### config.mk
export PLATFORM = sky130hd
export DESIGN_NAME = acc_ctrl
export DESIGN_NICKNAME = d
export VERILOG_FILES = /design/src/rtl/acc_pkg.sv /design/src/rtl/acc_ctrl_fifo.sv /design/src/rtl/acc_ctrl.sv
export SDC_FILE = /design/constraint.sdc
export NUM_CORES = 1
export LEC_CHECK = 0
export BUFFER_PORTS_ARGS = -buffer_cell sky130_fd_sc_hd__buf_4
export CORE_UTILIZATION = 35
export DETAILED_ROUTE_END_ITERATION = 8
export GPL_TIMING_DRIVEN = 0
export PLACE_DENSITY = 0.64
export SYNTH_ARGS = -nofsm -noshare
export SYNTH_HDL_FRONTEND = slang
export SYNTH_SLANG_ARGS = --single-unit
export TNS_END_PERCENT = 20
### constraint.sdc
create_clock -name clk -period 2.4 [get_ports clk]
set_input_delay 0.48 -clock clk [delete_from_list [all_inputs] [get_ports clk]]
set_output_delay 0.48 -clock clk [all_outputs]
set_load 0.02 [all_outputs]
### src/rtl/acc_pkg.sv
// acc_pkg: shared encodings for the accumulator control path (selects, sources, opcodes, sequencer states).
package acc_pkg;
  localparam logic [1:0] SEL_HOLD = 2'b00;
  localparam logic [1:0] SEL_SHR  = 2'b01;
  localparam logic [1:0] SEL_SHL  = 2'b10;
  localparam logic [1:0] SEL_LOAD = 2'b11;
  localparam logic SRC_BUS = 1'b0;
  localparam logic SRC_ALU = 1'b1;
  typedef enum logic [3:0] {
    OP_NOP     = 4'd0,
    OP_LDH_BUS = 4'd1,
    OP_LDH_ALU = 4'd2,
    OP_LDL_BUS = 4'd3,
    OP_LDL_ALU = 4'd4,
    OP_LD8_BUS = 4'd5,
    OP_SHL     = 4'd6,
    OP_SHR     = 4'd7,
    OP_CLRH    = 4'd8,
    OP_OUT     = 4'd9
  } acc_op_t;
  typedef enum logic [1:0] {S_IDLE, S_RUN, S_DONE} state_t;
  localparam logic [3:0] OP_LAST = 4'd9;
endpackage

### src/rtl/acc_ctrl_fifo.sv
// acc_ctrl_fifo: 2-entry command FIFO placed in front of the acc_ctrl sequencer.
module acc_ctrl_fifo #(
  parameter int W = 8
) (
  input  logic         clk,
  input  logic         reset_n,
  input  logic         push,
  input  logic [W-1:0] wdata,
  input  logic         pop,
  output logic [W-1:0] rdata,
  output logic         full,
  output logic         empty
);
  logic [W-1:0] mem_q [2];
  logic [W-1:0] mem_d [2];
  logic wp_q, wp_d, rp_q, rp_d;
  logic [1:0] n_q, n_d;
  always_comb begin
    mem_d = mem_q;
    if (push) mem_d[wp_q] = wdata;
    wp_d = wp_q ^ push;
    rp_d = rp_q ^ pop;
    n_d = n_q + 2'(push) - 2'(pop);
  end
  always_ff @(posedge clk or negedge reset_n) begin
    if (!reset_n) begin
      mem_q <= '{default: '0};
      wp_q <= 1'b0;
      rp_q <= 1'b0;
      n_q <= 2'd0;
    end else begin
      mem_q <= mem_d;
      wp_q <= wp_d;
      rp_q <= rp_d;
      n_q <= n_d;
    end
  end
  assign rdata = mem_q[rp_q];
  assign full = n_q == 2'd2;
  assign empty = n_q == 2'd0;
endmodule

### src/rtl/acc_ctrl.sv
// acc_ctrl: expands one handshaked micro-op into per-cycle accumulator strobes.
// Define ACC_CTRL_CMD_QUEUE_EN to put a 2-entry command FIFO in front of the FSM.
module acc_ctrl import acc_pkg::*; #(
  parameter int CNT_W = 3
) (
  input  logic             clk,
  input  logic             reset_n,
  input  logic             cmd_valid,
  output logic             cmd_ready,
  input  logic [3:0]       cmd_op,
  input  logic [CNT_W-1:0] cmd_count,
  input  logic             cmd_fill,
  output logic [1:0]       acc_high_select,
  output logic [1:0]       acc_low_select,
  output logic             acc_in_select,
  output logic             fill_value,
  output logic             rd_en,
  output logic             acc_high_reset_p,
  output logic             busy,
  output logic             done,
  output logic             err
);
  state_t state_q, state_d;
  acc_op_t op_q, op_d;
  logic [CNT_W-1:0] cnt_q, cnt_d, src_cnt;
  logic fill_q, fill_d, err_q, err_d, src_fill, take, legal, multi, stay;
  logic [3:0] src_op;
`ifdef ACC_CTRL_CMD_QUEUE_EN
  logic full, empty, push, pop;
  logic [3:0] f_op;
  logic [CNT_W-1:0] f_cnt;
  logic f_fill;
  // An empty queue lets the incoming command go straight to the FSM with no extra latency.
  assign cmd_ready = !full;
  assign take = state_q != S_RUN && (!empty || cmd_valid);
  assign pop = take && !empty;
  assign push = cmd_valid && !full && !(take && empty);
  assign {src_op, src_cnt, src_fill} = empty ? {cmd_op, cmd_count, cmd_fill} : {f_op, f_cnt, f_fill};
  acc_ctrl_fifo #(.W(5 + CNT_W)) u_fifo (
    .clk(clk),
    .reset_n(reset_n),
    .push(push),
    .wdata({cmd_op, cmd_count, cmd_fill}),
    .pop(pop),
    .rdata({f_op, f_cnt, f_fill}),
    .full(full),
    .empty(empty)
  );
`else
  assign cmd_ready = state_q == S_IDLE;
  assign take = cmd_ready && cmd_valid;
  assign {src_op, src_cnt, src_fill} = {cmd_op, cmd_count, cmd_fill};
`endif
  assign legal = src_op <= OP_LAST;
  assign multi = op_q inside {OP_SHL, OP_SHR, OP_OUT};
  // Count 0 runs 2^CNT_W cycles: the counter wraps from 0 to all-ones and leaves RUN at 1.
  assign stay = multi && cnt_q != CNT_W'(1);
  always_comb begin
    state_d = state_q;
    op_d = op_q;
    cnt_d = cnt_q;
    fill_d = fill_q;
    err_d = err_q;
    if (take) begin
      state_d = S_RUN;
      op_d = legal ? acc_op_t'(src_op) : OP_NOP;
      cnt_d = src_cnt;
      fill_d = src_fill;
      err_d = err_q | !legal;
    end else if (state_q == S_RUN) begin
      state_d = stay ? S_RUN : S_DONE;
      cnt_d = stay ? cnt_q - CNT_W'(1) : cnt_q;
    end else if (state_q == S_DONE) begin
      state_d = S_IDLE;
    end
  end
  always_ff @(posedge clk or negedge reset_n) begin
    if (!reset_n) begin
      state_q <= S_IDLE;
      op_q <= OP_NOP;
      cnt_q <= '0;
      fill_q <= 1'b0;
      err_q <= 1'b0;
    end else begin
      state_q <= state_d;
      op_q <= op_d;
      cnt_q <= cnt_d;
      fill_q <= fill_d;
      err_q <= err_d;
    end
  end
  always_comb begin
    acc_high_select = SEL_HOLD;
    acc_low_select = SEL_HOLD;
    acc_in_select = SRC_BUS;
    fill_value = 1'b0;
    rd_en = 1'b0;
    acc_high_reset_p = 1'b0;
    if (state_q == S_RUN) begin
      case (op_q)
        OP_LDH_BUS: acc_high_select = SEL_LOAD;
        OP_LDH_ALU: {acc_high_select, acc_in_select} = {SEL_LOAD, SRC_ALU};
        OP_LDL_BUS: acc_low_select = SEL_LOAD;
        OP_LDL_ALU: {acc_low_select, acc_in_select} = {SEL_LOAD, SRC_ALU};
        OP_LD8_BUS: {acc_high_select, acc_low_select} = {SEL_LOAD, SEL_LOAD};
        OP_SHL: {acc_high_select, acc_low_select, fill_value} = {SEL_SHL, SEL_SHL, fill_q};
        OP_SHR: {acc_high_select, acc_low_select, fill_value} = {SEL_SHR, SEL_SHR, fill_q};
        OP_CLRH: acc_high_reset_p = 1'b1;
        OP_OUT: rd_en = 1'b1;
        default: ;
      endcase
    end
  end
  assign busy = state_q != S_IDLE;
  assign done = state_q == S_DONE;
  assign err = err_q;
endmodule
Word level (Yosys, flattened, before mapping)
Cells that the tools add are included.
{ "classes": {"add_sub_neg": 1, "n_lt_le_gt_ge": 1, "eq_ne": 12, "n_mux": 20, "bitwise": 1, "n_reduce_logical": 14} }
{ "ops": {"columns": ["cell", "n"], "rows": [
  ["4-bit by 3-bit equality test with 1-bit output, second input constant", 4],
  ["2-bit 2-to-1 mux", 6],
  ["2-bit one-hot mux with 3 select lines", 2],
  ["3-bit 2-to-1 mux", 3],
  ["4-bit by 2-bit equality test with 1-bit output, second input constant", 2],
  ["4-bit equality test, second input constant", 2],
  ["1-bit 2-to-1 mux", 8],
  ["2-bit nonzero test", 3],
  ["3-bit nonzero test", 2],
  ["3-bit OR reduction", 2],
  ["4-bit by 1-bit equality test with 1-bit output, second input constant", 1],
  ["4-bit less-or-equal comparator, second input constant", 1],
  ["4-bit 2-to-1 mux", 1],
  ["2-bit OR reduction", 2],
  ["3-bit by 1-bit != test with 1-bit output, second input constant", 1],
  ["3-bit by 1-bit subtractor with 3-bit output, second input constant", 1],
  ["2-bit by 1-bit equality test with 1-bit output, second input constant", 1],
  ["2-bit equality test, second input constant", 1],
  ["1-bit logical AND", 2],
  ["2-bit logical NOT", 1],
  ["2-bit AND reduction", 1],
  ["1-bit logical NOT", 1],
  ["1-bit OR", 1]
]} }
{ "word_totals": {"ff_bits": 11, "in_bits": 11, "output_inout_bits": 12, "word_cells": 54} }

Longest topological paths before layout
Gate-level depths: netlist of run 1.
{ "depth": {"depth_word": 6, "ltp_mapped": 6, "mapped_depth_nobuf": 6} }

Worst setup path after synthesis of run 1
Ideal clock, no wire load.
{ "synth_path": {"path_type": "register to output", "from": "register state_q[1]", "to": "output port acc_in_select", "arrival_ns": 1.304, "path_slack_ns": 0.616, "stages_incl_launch_ff": 4, "cell_sequence": "dfrtp_1 -> nor2b_1 -> nand2b_1 -> nor3_1"} }
{ "synth_via": {"elab_chain_len": 2} }
{ "synth_rtl": {"columns": ["element", "line_no", "rtl"], "rows": [
  ["from (decl)", "acc_ctrl.sv:23", "state_t state_q, state_d;"],
  ["from (signal assigned)", "acc_ctrl.sv:85", "state_q <= state_d;"],
  ["2-bit by 1-bit equality test with 1-bit output", "acc_ctrl.sv:99", "if (state_q == S_RUN) begin"],
  ["1-bit 2-to-1 mux", "acc_ctrl.sv:99", null],
  ["to (decl)", "acc_ctrl.sv:15", "output logic acc_in_select,"]
]} }
No other way between the ends.

Final worst setup path of run 1
Same ends and word-level chain as after synthesis.

==> flow_summary.ini, run 1 <==
[run_status]
status = complete, no violations

[critical_path]
critPathBufInv = 1
critPathMaxFanout = 6
crit_family = simple AND/OR/NAND/NOR gates
slowest_stage = dfrtp_1
crit_arrival_ps = 1590
cp_cell_sequence = nor2b_1 -> nand2b_1 -> nor3_1 -> buf_4
critPathCaptureType = output pin
required_ps = 1920
critPathLaunch = state_q[1]$_DFFE_PN0P_
reg2reg_from = op_q[1]$_DFFE_PN0P_
crit_type = flip-flop to output pin
critPathMaxStageDelay_ps = 410
cp-start-kind = flip-flop

[synthesis]
synth_top_area_cell = dfrtp_1
syn_inst = 77
synth_top_area_frac = 0.391
synth_top_family_by_area = simple AND/OR/NAND/NOR gates
syn_area_sq_um = 704
synth_edf_count = 0
ys_ff_latch = 11
synth.avg_cell_area_sq_um = 9.15
synth_warnings = 0
synth_xor_area_frac = 0.0622
synth-compound-area-share = 0.137
syn_nets = 90
seq_area_frac_synth = 0.391
async_flop_share = 1.00
synthMuxAreaShare = 0.0373
synth-adder-area-share = 0.0355
synthTopCellsByCount = 11 x dfrtp_1, 10 x nor2_1, 9 x nand2_1
ys_types = 31
synth-simple-area-share = 0.279
synth.most_common_cell = dfrtp_1
ys_top_cells_by_area = dfrtp_1 39%, nor2_1 5.3%, xnor2_1 5.0%
synthFlopType = dfrtp_1

[placed_design]
io_buffers = 22
hpwl_mm = 1.01
place.gp.congestion = 0.709
place_area_sq_um = 901

[final_layout]
drive_above_1_share = 0.350
syn2layout_area_growth_pct = 31.6
final_area_sq_um = 927
utilization = 0.515
nets = 117
fill_cells = 190
diodes = 0

[grt]
first_global_vias = 498
grt_max_degree = 12
grt_overflow = 0
grt_pass1_wl_mm = 2.03
track_usage = 0.143
antenna_found_initial = 0

[routing]
vias = 582
ant_nets = 0
drcViolationCount = 0
dr.pass1.iters = 4
vias_per_cell = 4.55
drtIter0Drc = 21
totalWireLength_mm = 1.33
wl_per_cell_um = 10.4

[clock_network]
insertion_delay_ps = 280
cts-resized-gates = 0
clk_pin_slew_ps = 70
cts_buffer_depth = 2
holdBufCountCts = 0
cts_root_buf = clkbuf_4
htree_num_levels = 1
cts.sinks = 11
cts_tree = yes
cts_buffers = 3
postCtsSetupRepairBufs = 0

[die]
boundaryPins = 23
start_util = 0.391
die_w_um = 46.9
die_area_sq_mm = 0.00220
die_height_um = 46.9
num_rows = 15
core_sq_mm = 0.00180

[timing]
whs_ps = 19.7
fin_skew_ps = 0.474
final_max_slew_viol_count = 0
fmax_mhz = 484
finalSetupViolCount = 0
grt_setup_unrepaired = no
relSlewSlack = 0.736
fin_setup_tns_ps = 0
fin_crit_sh = 0.861
worst_pin_slew_ps = 395
hold_viol = 0
final.min_clock_period_ps = 2070

[power_and_ir_drop]
irDropWorstVdd_mv = 0.415
power_density_mw_per_mm2 = 1100
p_total_uw = 1020
p_leak_uw = 0.000433

[hold_path]
worstHoldPathType = input pin to async pin

[run]
maxCapViolCount = 0
==> routing by layer <==
| layer | vias up | routed length, um | global-route usage |
|---|---|---|---|
| li1 | 306 | - | - |
| met1 | 250 | 562 | 0.163 |
| met2 | 22 | 638 | 0.225 |
| met3 | 4 | 90 | 0.0462 |
| met4 | 0 | 34 | 0.103 |
| met5 | - | 0 | 0 |
==> layout by cell type, fill, tap and decap left out <==
master | Yosys | routed
a21oi_1 | 3 | 3
a21oi_2 | 1 | 1
a31oi_1 | 1 | 1
and2_2 | 1 | 1
and2b_2 | 1 | 1
and3b_4 | 1 | 1
and4b_2 | 1 | 1
buf_4 | 1 | 23
buf_6 | 1 | 1
clkbuf_1 | 1 | 2
clkbuf_4 | 0 | 3
dfrtp_1 | 11 | 11
ha_1 | 2 | 2
inv_1 | 5 | 5
mux2_2 | 1 | 1
mux2_4 | 1 | 1
nand2_1 | 9 | 9
nand2b_1 | 5 | 5
nand3_1 | 1 | 1
nor2_1 | 10 | 10
nor2b_1 | 2 | 2
nor3_1 | 1 | 1
nor4bb_4 | 1 | 1
o2111ai_1 | 1 | 1
o211ai_2 | 1 | 1
o21a_1 | 1 | 1
o21ai_0 | 2 | 2
o21ai_1 | 4 | 4
o21bai_1 | 1 | 1
or2_1 | 1 | 1
xnor2_1 | 4 | 4
xor2_1 | 1 | 1
==> sequential cells by signal (all words and copies together), names as in the netlist <==
signal   cells
err          1
fill_q       1
state_q      2
cnt_q        3
op_q         4
==> area by class of cell <==
type                            instances  area, sq um  area share
Multi-Input combinational cell         58          388       0.418
Sequential cell                        11          275       0.297
Timing Repair Buffer                   22          165       0.178
Tap cell                               25         31.3      0.0337
Clock buffer                            4         26.3      0.0283
Buffer                                  3         22.5      0.0243
Inverter                                5         18.8      0.0202
==> kinds of logic (layout without fill, tap and decap cells) <==
| logic type | Yosys count | count (layout) |
|---|---|---|
| AOI/OAI and AO/OA | 15 | 15 |
| buffers and inverters | 8 | 34 |
| DFF | 11 | 11 |
| adders and majority gates | 2 | 2 |
| xor gates and xnor gates | 5 | 5 |
| and+or+nand+nor | 34 | 34 |
| muxes | 2 | 2 |
==> per-stage QoR <==
stage	setup WS [ps]	instances
CTS	329	128
floorplan	616	77
global placement	616	124
global route	189	128
finish	334	128
detailed placement	634	124
==> power by group <==
group | internal (uW) | switching (uW) | total (uW)
Clock | 64.6 | 65.8 | 130
Sequential | 262 | 59.1 | 321
Combinational | 266 | 302 | 569
Total | 593 | 427 | 1020
==> worst register-to-register path, cell delays in order, from the launching register on <==
cell	delay, ps
dfrtp_1	380
buf_6	140
nor4bb_4	350
o2111ai_1	190
xnor2_1	170
mux2_4	260
==> worst paths after layout <==
kind / endpoint / slack (ps) / cells past startpoint
worst min register to register: err$_DFFE_PN0P_ / 480 / 1
worst max register to register: cnt_q[2]$_DFFE_PN0P_ / 810 / 5
worst min-delay path: err$_DFFE_PN0P_ / 20 / 1
max in group asynchronous: state_q[0]$_DFFE_PN0P_ / 2240 / 1
min in group clk: fill_q$_DFFE_PN0P_ / 430 / 2
worst max-delay path: acc_in_select / 330 / 4
Note: power is estimated with default switching activity, not from simulation.
==> run 2, diff against run 1 <==
--- a/config.mk
+++ b/config.mk
@@ -6,8 +6,10 @@
 export NUM_CORES = 1
 export LEC_CHECK = 0
 export BUFFER_PORTS_ARGS = -buffer_cell sky130_fd_sc_hd__buf_4
+export CORE_MARGIN = 10
 export CORE_UTILIZATION = 35
 export DETAILED_ROUTE_END_ITERATION = 8
+export GPL_ROUTABILITY_DRIVEN = 0
 export GPL_TIMING_DRIVEN = 0
 export PLACE_DENSITY = 0.64
 export SYNTH_ARGS = -nofsm -noshare
==> constraint.sdc (replaced) <==
create_clock -name clk -period 2.2 [get_ports clk]
set_input_delay 0.44 -clock clk [delete_from_list [all_inputs] [get_ports clk]]
set_output_delay 0.44 -clock clk [all_outputs]
set_load 0.02 [all_outputs]
==> flow_summary.ini, run 2 (synthesized netlist as in run 1, its figures left out) <==
[final_layout]
layout_common_cells = 23 x buf_4, 11 x dfrtp_1, 10 x nor2_1, 9 x nand2_1
fin_cells = 131
ff_latch_area_sq_um = 275
largest_reg_flops = 4
top_register = op_q
fill_cells = 205
multi_input_area_sq_um = 388
utilization = 0.484
final_common_cell = buf_4
drive_above_1_share = 0.346
syn2layout_area_growth_pct = 33.4
nets = 118
reg_top3 = op_q: 4 flops, cnt_q: 3 flops, state_q: 2 flops
diodes = 0

[power_and_ir_drop]
power.switching_uw = 469
p_leak_uw = 0.000437
p_sw_frac = 0.420
comb_power_share = 0.562
irDropWorstVdd_mv = 0.445
clkPwrFrac = 0.124
pwr-share-seq = 0.313
power.internal_uw = 648
power_density_mw_per_mm2 = 1190

[clock_network]
holdBufCountCts = 1
cts_buffer_depth = 2
htree_num_levels = 1
postCtsSetupRepairBufs = 0
cts-resized-gates = 0
insertion_delay_ps = 270
cts_buffers = 3
cts.sinks = 11
cts_tree = yes
clk_pin_slew_ps = 70
cts_root_buf = clkbuf_4

[placed_design]
dp_cells = 126
io_buffers = 22
hpwl_mm = 1.20

[die]
boundaryPins = 23
start_util = 0.363
num_rows = 16
die_w_um = 64.9
die_height_um = 64.9
die_area_sq_mm = 0.00421
core_sq_mm = 0.00194

[routing]
ant_nets = 0
vias_per_cell = 4.47
wl_per_cell_um = 11.6
dr.pass1.iters = 4
totalWireLength_mm = 1.52
drcViolationCount = 0
drtIter0Drc = 14
vias = 586

[hold_path]
min-delay-start = cmd_count[2]
hold-path-cell-count = 2
worstHoldEndpoint = cnt_q[2]$_DFFE_PN0P_
worstHoldPathType = input pin to flip-flop

[timing]
fin_crit_sh = 0.927
worst_pin_slew_ps = 391
hold_viol = 0
fmax_mhz = 491
finalSetupViolCount = 0
fin_setup_tns_ps = 0
fin_skew_ps = 4.01
final_max_slew_viol_count = 0
relSlewSlack = 0.740
grt_setup_unrepaired = no
final.min_clock_period_ps = 2040

[grt]
track_usage = 0.0812
grt_max_degree = 12
first_global_vias = 661
antenna_found_initial = 0
grt_overflow = 0
grt_pass1_wl_mm = 2.85

[critical_path]
r2r_end = cnt_q[2]$_DFFE_PN0P_
critPathMaxFanout = 6
r2r_cells = 5
critPathCaptureType = output pin
reg2reg_from = op_q[1]$_DFFE_PN0P_
cp-start-kind = flip-flop
required_ps = 1760
rrSetupSlack_ps = 600
crit_type = flip-flop to output pin
crit_arrival_ps = 1600

[run]
maxCapViolCount = 0

[run_status]
status = complete, no violations
[run 2: cell count changes in the layout (fill, tap and decap cells not counted), sizes merged]
cell         previous run  this run
dlygate4sd3             0         1
[run 2: worst max-delay path, cell delays in order (launching register included)]
cell,delay [ps]
dfrtp_1,380
nor2b_1,340
nand2b_1,230
nor3_1,210
buf_4,170
[run 2: worst max-delay path by stage]
| stage | from | to | slack (ps) | depth (start not counted) |
|---|---|---|---|---|
| floorplan | state_q[1]$_DFFE_PN0P_ | acc_in_select | 460 | 3 |
| global placement | state_q[0]$_DFFE_PN0P_ | acc_in_select | 460 | 4 |
| detailed placement | state_q[0]$_DFFE_PN0P_ | acc_in_select | 470 | 4 |
| CTS | state_q[0]$_DFFE_PN0P_ | acc_in_select | 160 | 4 |
| global route | state_q[0]$_DFFE_PN0P_ | acc_in_select | 20 | 4 |
| finish | state_q[0]$_DFFE_PN0P_ | acc_in_select | 160 | 4 |
[run 2: area by class of cell]
| cell class | count | share of cell area |
|---|---|---|
| Timing Repair Buffer | 23 | 0.186 |
| Sequential cell | 11 | 0.293 |
| Buffer | 3 | 0.0240 |
| Inverter | 5 | 0.0200 |
| Tap cell | 27 | 0.0360 |
| Clock buffer | 4 | 0.0280 |
| Multi-Input combinational cell | 58 | 0.413 |
[run 2: power by group through the flow]
| stage | logic [uW] | clock network, uW | registers, uW |
|---|---|---|---|
| finish | 628 | 139 | 350 |
| global route | 718 | 154 | 367 |
| CTS | 638 | 148 | 351 |
| detailed placement | 634 | 0 | 354 |
| global placement | 622 | 0 | 352 |
| floorplan | 459 | 0 | 341 |
[run 2: per-layer routing]
layer,share of wire,wire [um],global-route usage
met3,0.053,81,0.0258
met4,0.020,31,0.0428
met1,0.46,696,0.0911
met5,0,0,0
met2,0.47,707,0.134
[run 2: stage by stage]
step                area, sq um  hold slack (ps)  setup WS [ps]  power [uW]
floorplan                   704              144            456         800
global placement            903              284            465         974
detailed placement          903              285            470         988
CTS                         940              392            163        1140
global route                940              389           22.2        1240
finish                      940              401            161        1120
==> run 3, diff against run 2 <==
==> constraint.sdc (replaced) <==
create_clock -name clk -period 2.4 [get_ports clk]
set_input_delay 0.48 -clock clk [delete_from_list [all_inputs] [get_ports clk]]
set_output_delay 0.48 -clock clk [all_outputs]
set_load 0.02 [all_outputs]
==> flow_summary.ini, run 3 (synthesized netlist as in run 1, its figures left out) <==
[grt]
antenna_found_initial = 0
grt_max_degree = 12
grt_overflow = 0
grt_pass1_wl_mm = 2.82
track_usage = 0.0802
first_global_vias = 655

[routing]
totalWireLength_mm = 1.51
vias_per_cell = 4.47
ant_nets = 0
drcViolationCount = 0
vias = 581
wl_per_cell_um = 11.6
drtIter0Drc = 18
dr.pass1.iters = 4

[timing]
final.min_clock_period_ps = 2080
hold_viol = 0
worst_pin_slew_ps = 391
fin_crit_sh = 0.866
final_max_slew_viol_count = 0
relSlewSlack = 0.739
fin_setup_tns_ps = 0
grt_setup_unrepaired = no
finalSetupViolCount = 0
fin_skew_ps = 4.03
timing.final.ws_setup_ps = 321
fmax_mhz = 481
whs_ps = 29.4

[final_layout]
final_common_cell = buf_4
drive_above_1_share = 0.350
top_register = op_q
layout_common_cells = 23 x buf_4, 11 x dfrtp_1, 10 x nor2_1, 9 x nand2_1
reg_top3 = op_q: 4 flops, cnt_q: 3 flops, state_q: 2 flops
fin_cells = 130
diodes = 0
largest_reg_flops = 4
nets = 117
syn2layout_area_growth_pct = 32.0
fill_cells = 206

[placed_design]
pre_cts_ws_ps = 630
hpwl_mm = 1.20
io_buffers = 22
dp_cells = 126

[run_status]
status = complete, no violations

[clock_network]
clk_pin_slew_ps = 70
cts_buffer_depth = 2
postCtsSetupRepairBufs = 0
cts-resized-gates = 0
cts_buffers = 3
cts_tree = yes
cts.sinks = 11
cts_root_buf = clkbuf_4
insertion_delay_ps = 270
holdBufCountCts = 0
htree_num_levels = 1

[die]
core_sq_mm = 0.00194
boundaryPins = 23
die_height_um = 64.9
die_w_um = 64.9
num_rows = 16
start_util = 0.363
die_area_sq_mm = 0.00421

[critical_path]
critPathCaptureType = output pin
cp-start-kind = flip-flop
crit_type = flip-flop to output pin
slowest_stage = dfrtp_1
r2r_cells = 5
required_ps = 1920
critPathMaxStageDelay_ps = 380
crit_arrival_ps = 1600
critPathMaxFanout = 6
cp_cell_sequence = nor2b_1 -> nand2b_1 -> nor3_1 -> buf_4

[power_and_ir_drop]
power_density_mw_per_mm2 = 1100
p_total_uw = 1020
p_leak_uw = 0.000433
irDropWorstVdd_mv = 0.408

[run]
maxCapViolCount = 0

[hold_path]
worstHoldPathType = input pin to async pin
==> run 3: cell types whose count changed in the layout (fill, tap and decap cells not counted) <==
cell	delta
dlygate4sd3_1	-1
==> run 3: path summary, 6_finish.rpt <==
check                                  startpoint                    to  slack [ps]
setup / recovery           state_q[0]$_DFFE_PN0P_         acc_in_select         320
hold / removal                            reset_n   op_q[1]$_DFFE_PN0P_          30
setup reg to reg              op_q[1]$_DFFE_PN0P_  cnt_q[2]$_DFFE_PN0P_         800
hold reg to reg                   err$_DFFE_PN0P_       err$_DFFE_PN0P_         480
max in group asynchronous                 reset_n  cnt_q[2]$_DFFE_PN0P_        2220
min in group clk                     cmd_count[2]  cnt_q[2]$_DFFE_PN0P_         440
==> run 3: area by class of cell <==
type,instances,area (sq um),share of cell area
Sequential cell,11,275,0.296
Buffer,3,22.5,0.0242
Tap cell,27,33.8,0.0363
Clock buffer,4,26.3,0.0283
Inverter,5,18.8,0.0202
Multi-Input combinational cell,58,388,0.417
Timing Repair Buffer,22,165,0.178
==> run 3: worst max-delay path, delay by kind of cell (launching register included) <==
kind / cells / cell delay [ps]
buffers and inverters: 1 / 170
and+or+nand+nor: 3 / 780
DFF: 1 / 380
==> run 3: report_power, final <==
| part | switching [uW] | internal [uW] |
|---|---|---|
| Combinational | 308 | 267 |
| Sequential | 59.2 | 262 |
| Clock | 63.2 | 64.3 |
| Total | 431 | 593 |
==> run 3: layer usage <==
| layer | GRT usage | vias to the layer above | part of all wire |
|---|---|---|---|
| li1 | - | 308 | - |
| met2 | 0.132 | 13 | 0.47 |
| met4 | 0.0428 | 0 | 0.021 |
| met3 | 0.0258 | 4 | 0.054 |
| met1 | 0.0901 | 256 | 0.46 |
| met5 | 0 | - | 0 |
==> run 3: stage by stage <==
stage / utilization / cell area [sq um]
floorplan: - / 704
global placement: 0.465 / 903
detailed placement: 0.465 / 903
CTS: 0.479 / 930
global route: 0.479 / 930
finish: 0.479 / 930
